$ cat src/rtl/alu_sequencer_if.sv
// alu_sequencer_if: bundles the sequencer's instruction-memory port and ALU port.
//   imem_req/imem_addr   sequencer -> imem   fetch request and address
//   imem_valid/imem_data imem -> sequencer   fetch response
//   alu_inst/alu_exec    sequencer -> ALU    instruction and 1-cycle execute strobe
//   alu_carry/alu_zero   ALU -> sequencer    flags of the last completed ALU op
// master = sequencer side, slave = memory/ALU side.
interface alu_sequencer_if #(
    parameter int unsigned ADDR_W = 8
);
    logic              imem_req;
    logic [ADDR_W-1:0] imem_addr;
    logic              imem_valid;
    logic [7:0]        imem_data;
    logic [7:0]        alu_inst;
    logic              alu_exec;
    logic              alu_carry;
    logic              alu_zero;

    modport master (
        output imem_req, imem_addr, alu_inst, alu_exec,
        input  imem_valid, imem_data, alu_carry, alu_zero
    );

    modport slave (
        input  imem_req, imem_addr, alu_inst, alu_exec,
        output imem_valid, imem_data, alu_carry, alu_zero
    );
endinterface

$ cat src/rtl/alu_sequencer.sv
// alu_sequencer: program sequencer for the 4-bit-opcode ALU datapath.
// Owns the PC, fetches 8-bit instructions {op, data} over a req/valid port, issues
// ALU ops as 1-cycle strobes, resolves jmp/jc/jz, runs nop/hlt locally and faults
// on fetch timeout.
//   clk, rst    clock and synchronous active-high reset
//   run         start pulse, honoured in IDLE only
//   bus         alu_sequencer_if.master (imem and ALU ports)
//   pc          current program counter
//   halted      high in IDLE, HALT and FAULT
//   fault       high in FAULT only
module alu_sequencer #(
    parameter int unsigned ADDR_W        = 8,
    parameter int unsigned RESET_PC      = 0,
    parameter int unsigned FETCH_TIMEOUT = 16
) (
    input  logic                clk,
    input  logic                rst,
    input  logic                run,
    alu_sequencer_if.master     bus,
    output logic [ADDR_W-1:0]   pc,
    output logic                halted,
    output logic                fault
);

    localparam logic [ADDR_W-1:0] ResetPc   = ADDR_W'(RESET_PC);
    localparam bit                TimeoutEn = (FETCH_TIMEOUT != 0);
    // Counter only has to reach FETCH_TIMEOUT-1.
    localparam int unsigned       CntW      = (FETCH_TIMEOUT > 2) ? $clog2(FETCH_TIMEOUT) : 1;
    localparam logic [CntW-1:0]   CntMax    =
        CntW'((FETCH_TIMEOUT == 0) ? 0 : FETCH_TIMEOUT - 1);
    localparam logic [7:0]        InstNop   = 8'h40;

    typedef enum logic [2:0] {
        StIdle,
        StFetch,
        StExec,
        StHalt,
        StFault
    } state_e;

    state_e            state_q, state_d;
    logic [ADDR_W-1:0] pc_q, pc_d;
    logic [7:0]        ir_q, ir_d;
    logic [CntW-1:0]   cnt_q, cnt_d;
    logic [7:0]        alu_inst_q, alu_inst_d;
    logic              alu_exec_q, alu_exec_d;

    logic [ADDR_W-1:0] pc_inc;
    logic [ADDR_W-1:0] pc_jmp;

    // Jump offset is relative to the jump's own address, so use pc_q directly.
    assign pc_inc = pc_q + ADDR_W'(1);
    assign pc_jmp = pc_q + {{(ADDR_W-4){ir_q[3]}}, ir_q[3:0]};

    always_comb begin
        state_d    = state_q;
        pc_d       = pc_q;
        ir_d       = ir_q;
        cnt_d      = cnt_q;
        alu_inst_d = alu_inst_q;
        alu_exec_d = 1'b0;

        unique case (state_q)
            StIdle: begin
                if (run) state_d = StFetch;
            end

            StFetch: begin
                // A response on the timeout cycle still wins over the fault.
                if (bus.imem_valid) begin
                    ir_d    = bus.imem_data;
                    cnt_d   = '0;
                    state_d = StExec;
                    // ALU ops are latched here so the strobe is a flop aligned to EXEC.
                    if (bus.imem_data[7:6] == 2'b00) begin
                        alu_inst_d = bus.imem_data;
                        alu_exec_d = 1'b1;
                    end
                end else if (TimeoutEn) begin
                    if (cnt_q == CntMax) begin
                        state_d = StFault;
                    end else begin
                        cnt_d = cnt_q + CntW'(1);
                    end
                end
            end

            StExec: begin
                state_d = StFetch;
                case (ir_q[7:4])
                    4'h8:    pc_d = pc_jmp;
                    4'h9:    pc_d = bus.alu_carry ? pc_jmp : pc_inc;
                    4'hA:    pc_d = bus.alu_zero  ? pc_jmp : pc_inc;
                    4'hF:    state_d = StHalt;
                    // ALU ops, nop and undefined opcodes all just advance.
                    default: pc_d = pc_inc;
                endcase
            end

            StHalt, StFault: ;

            default: state_d = StIdle;
        endcase
    end

    always_ff @(posedge clk) begin
        if (rst) begin
            state_q    <= StIdle;
            pc_q       <= ResetPc;
            ir_q       <= InstNop;
            cnt_q      <= '0;
            alu_inst_q <= InstNop;
            alu_exec_q <= 1'b0;
        end else begin
            state_q    <= state_d;
            pc_q       <= pc_d;
            ir_q       <= ir_d;
            cnt_q      <= cnt_d;
            alu_inst_q <= alu_inst_d;
            alu_exec_q <= alu_exec_d;
        end
    end

    assign bus.imem_req  = (state_q == StFetch);
    assign bus.imem_addr = pc_q;
    assign bus.alu_inst  = alu_inst_q;
    assign bus.alu_exec  = alu_exec_q;

    assign pc     = pc_q;
    assign halted = (state_q == StIdle) || (state_q == StHalt) || (state_q == StFault);
    assign fault  = (state_q == StFault);

endmodule

$ cat src/flat_wrapper.sv
// flat-port wrapper written by rule: the top's interface ports become plain ports
module alu_sequencer_flat 
#(
    parameter int unsigned ADDR_W        = 8,
    parameter int unsigned RESET_PC      = 0,
    parameter int unsigned FETCH_TIMEOUT = 16
)
  (clk, rst, run, pc, halted, fault, bus_imem_req, bus_imem_addr, bus_alu_inst, bus_alu_exec, bus_imem_valid, bus_imem_data, bus_alu_carry, bus_alu_zero);
  alu_sequencer_if #(.ADDR_W(ADDR_W)) bus_i ();
  input  logic clk;
  input  logic rst;
  input  logic run;
  output logic [ADDR_W-1:0] pc;
  output logic halted;
  output logic fault;
  output wire logic [$bits(bus_i.imem_req)-1:0] bus_imem_req;
  output wire logic [$bits(bus_i.imem_addr)-1:0] bus_imem_addr;
  output wire logic [$bits(bus_i.alu_inst)-1:0] bus_alu_inst;
  output wire logic [$bits(bus_i.alu_exec)-1:0] bus_alu_exec;
  input wire logic [$bits(bus_i.imem_valid)-1:0] bus_imem_valid;
  input wire logic [$bits(bus_i.imem_data)-1:0] bus_imem_data;
  input wire logic [$bits(bus_i.alu_carry)-1:0] bus_alu_carry;
  input wire logic [$bits(bus_i.alu_zero)-1:0] bus_alu_zero;
  assign bus_imem_req = bus_i.imem_req;
  assign bus_imem_addr = bus_i.imem_addr;
  assign bus_alu_inst = bus_i.alu_inst;
  assign bus_alu_exec = bus_i.alu_exec;
  assign bus_i.imem_valid = bus_imem_valid;
  assign bus_i.imem_data = bus_imem_data;
  assign bus_i.alu_carry = bus_alu_carry;
  assign bus_i.alu_zero = bus_alu_zero;
  alu_sequencer #(.ADDR_W(ADDR_W), .RESET_PC(RESET_PC), .FETCH_TIMEOUT(FETCH_TIMEOUT)) u_core (.clk(clk), .rst(rst), .run(run), .bus(bus_i), .pc(pc), .halted(halted), .fault(fault));
endmodule
$ cat config.mk
export PLATFORM = sky130hd
export DESIGN_NAME = alu_sequencer_flat
export DESIGN_NICKNAME = d
export VERILOG_FILES = /design/src/rtl/alu_sequencer_if.sv /design/src/rtl/alu_sequencer.sv /design/src/flat_wrapper.sv
export SDC_FILE = /design/constraint.sdc
export NUM_CORES = 1
export LEC_CHECK = 0
export ABC_AREA = 1
export CORE_MARGIN = 5
export CORE_UTILIZATION = 45
export CTS_CLUSTER_SIZE = 8
export DETAILED_ROUTE_END_ITERATION = 6
export PLACE_DENSITY = 0.77
export SYNTH_ARGS = -nofsm -noshare
export SYNTH_HDL_FRONTEND = slang
export SYNTH_SLANG_ARGS = --single-unit
$ cat constraint.sdc
create_clock -name clk -period 1.46 [get_ports clk]
set_input_delay 0.146 -clock clk [delete_from_list [all_inputs] [get_ports clk]]
set_output_delay 0.146 -clock clk [all_outputs]
set_load 0.01 [all_outputs]
==> metrics.csv <==
metric,value,unit
"Clk pin slew, worst setup/hold paths",0.07,ns
number of buffers created by CTS,5,
register share of total power,0.383,
Core Region,0.00406,sq mm
Avg WL per Cell,12.2,um
worst hold path stage count,2,
Worst EP required,1.65,ns
post-synthesis compound-gate area fraction,0.130,
P_sw,1.04,mW
"Max FO, Critical Path",3,
Buffers on Ports,41,
diode count,0,
Iter 0 DRT Violations,58,
chip width,75.1,um
mapped cell area,0.00190,sq mm
post-synthesis adder-cell area fraction,0.0696,
antenna-violating nets left,0,
drt drc,0,
cell-internal power,1.90,mW
fin. max-slew vios,0,
row count,23,
Final Hold Vio Count,0,
Synth Register Bits,32,
Tmin final,1.43,ns
vias per inst,5.02,
multiplexer share of the synthesized area,0,
syn_nets,305,
largest net degree at the start of global routing,14,
most frequent cells in the layout,"65 x nand2_1, 34 x nor2_1, 29 x inv_1, 24 x clkdlybuf4s50_1, 22 x nand3_1",
RSZ-0062 raised after global routing,true,
Max Cap Viol,0,
Setup CP Type,reg -> reg,
die area,0.00563,sq mm
Setup Skew,0.00340,ns
Fmax achieved,0.700,GHz
actual slew at the worst max-slew pin,0.309,ns
Avg Inst Size Synth,6.78,sq um
GPL Wtd Cong,0.832,
pre-CTS WS,-0.0115,ns
critical path arrival,1.62,ns
Reg2Reg Setup Slack,0.03,ns
LEAKAGE,1.29,nW
final setup TNS,0,ns
Rel. slew slack,0.793,
status,"finished, final reports clean",
Final setup violation count,0,
Power Density,1100,mW/mm^2
hold_sp,u_core.bus.alu_inst[6],
final net count,361,
synthesized netlist cell count,281,
via count,1949,
xor and xnor area share after synthesis,0.0276,
worst hold path type,reg -> reg,
Final HPWL DP,3610,um
Ports,42,
share of layout cells above drive strength 1,0.189,
Synth cell types,29,
Setup crit start kind,flop,
Initial Util,0.469,
clk sink count,32,
CTS tree,done,
Clk pwr share,0.243,
reg2reg end,u_core.bus.imem_addr[4],
"Area growth, synth to finish",39.6,%
fin worst setup slack,0.0316,ns
vias in the first global route,1853,
grt total ovfl,0,
hold path endpoint,u_core.bus.alu_inst[6],
CTS root buffer,clkbuf_8,
first-pass GRT wire length,7860,um
"most common cell after layout, fill and taps aside",nand2_1,
Skew-Pair Late Insertion Delay,0.28,ns
simple-gate share of the synthesized area,0.319,
"Setup Fix Bufs, Post-CTS",0,
Yosys warnings,0,
R2R Path Start,u_core.bus.imem_addr[0],
worst reg-to-reg path cell count,9,
logic gate share of total power,0.375,
routed wire length,4740,um
Max VDD drop,0.000697,V
initial antenna violation count,0,
GRT Resource Usage Total,0.179,
chip height,75.1,um
part of the Yosys area used for sequential elements,0.336,
final period utilization,0.978,
H-tree Lvls,2,
DR pass1 iterations,4,
main combinational cell family by area after synthesis,simple AND/OR/NAND/NOR gates,
sw frac,0.353,
Clock Path Buffers,2,
CP Capture Type,flop,
[final cells by class]
class                           instances  area [sq um]
Timing Repair Buffer                   63           586
Clock inverter                          1          7.51
Tap cell                               50          62.6
Clock buffer                            7          86.3
Sequential cell                        32           657
Inverter                               33           131
Fill cell                             369          1400
Multi-Input combinational cell        202          1130
[power by group through the flow]
stage | logic [mW] | registers, mW | clock network (mW)
finish | 1.10 | 1.12 | 0.713
detailed placement | 1.10 | 1.11 | 0
floorplan | 0.623 | 1.13 | 0
global placement | 1.09 | 1.11 | 0
CTS | 1.06 | 1.10 | 0.735
global route | 1.23 | 1.14 | 0.783
[routing by layer]
metal / GRT usage / wire length (um) / up-vias
met4: 0.0494 / 65 / 0
met3: 0.0614 / 289 / 10
met1: 0.204 / 1950 / 869
met2: 0.318 / 2440 / 57
li1: - / - / 1013
met5: 0 / 0 / -
[Yosys cell counts (all sizes together)]
library cell  instances  area (sq um)
clkinv                1          8.76
nor3                  4          20.0
nand4                 2          12.5
ha                    9           113
a211oi                1          7.51
nand3b                2          15.0
nor2                 38           160
a21oi                20           100
inv                  32           123
dfxtp                32           641
fa                    1          20.0
xnor2                 2          17.5
buf                  12          85.1
xor2                  4          35.0
a22oi                 1          7.51
clkbuf                2          7.51
o211ai                2          15.0
o21ai                22           110
o31ai                 1          7.51
nand2                69           274
nand3                24           125
[how the worst max path moves through the flow]
stage,from,endpoint,slack (ns),cells past startpoint
6_report,u_core.bus.imem_addr[0],u_core.bus.imem_addr[4],0.03,9
5_1_grt,u_core.bus.imem_addr[0],u_core.bus.imem_addr[4],-0.04,9
4_1_cts,u_core.bus.imem_addr[0],u_core.bus.imem_addr[4],-0.006,9
3_5_place_dp,bus_imem_valid,u_core.cnt_q[3],-0.01,5
3_3_place_gp,bus_alu_zero,u_core.bus.imem_addr[4],0.03,11
2_1_floorplan,u_core.bus.imem_addr[0],u_core.bus.imem_addr[4],0.006,9
[sequential cells by signal (all words and copies together) (netlist names)]
| name | count |
|---|---|
| u_core.cnt_q | 4 |
| u_core.ir_q | 8 |
| u_core.state_q | 3 |
| u_core.bus.alu_exec | 1 |
| u_core.bus.alu_inst | 8 |
| u_core.bus.imem_addr | 8 |
[metrics by stage]
| step | instances | instance area, sq um | util | hold slack (ns) | power (mW) |
|---|---|---|---|---|---|
| 4_1_cts | 388 | 2560 | 0.632 | 0.454 | 2.90 |
| 2_1_floorplan | 281 | 1910 | - | 0.310 | 1.75 |
| 6_report | 388 | 2660 | 0.655 | 0.451 | 2.93 |
| 5_1_grt | 388 | 2660 | 0.655 | 0.483 | 3.15 |
| 3_3_place_gp | 380 | 2470 | 0.608 | 0.435 | 2.20 |
| 3_5_place_dp | 380 | 2470 | 0.608 | 0.439 | 2.22 |
[worst max-delay path, stage by stage (launching register included)]
cell	delay [ns]
dfxtp_2	0.34
ha_4	0.16
fa_2	0.37
nand2_1	0.07
nand2_1	0.06
xor2_1	0.14
nand2_1	0.07
nand2_1	0.05
nand2_1	0.05
inv_1	0.03
[cells by family (layout without fill, tap and decap cells)]
kind of cell | Yosys count | count (layout)
simple gates | 139 | 139
flops | 32 | 32
buf+inv | 47 | 104
fa+ha+maj | 10 | 10
compound gates | 47 | 47
xor+xnor | 6 | 6
[repair_timing]
| item | in CTS | in global routing |
|---|---|---|
| resized for setup | 22 | 26 |
| hold buffers | 0 | 0 |
| pin swaps | 3 | 5 |
| cloned | 0 | 0 |
| setup endpoints to repair | 17 | 19 |
Power figures use the tool's default switching activity.
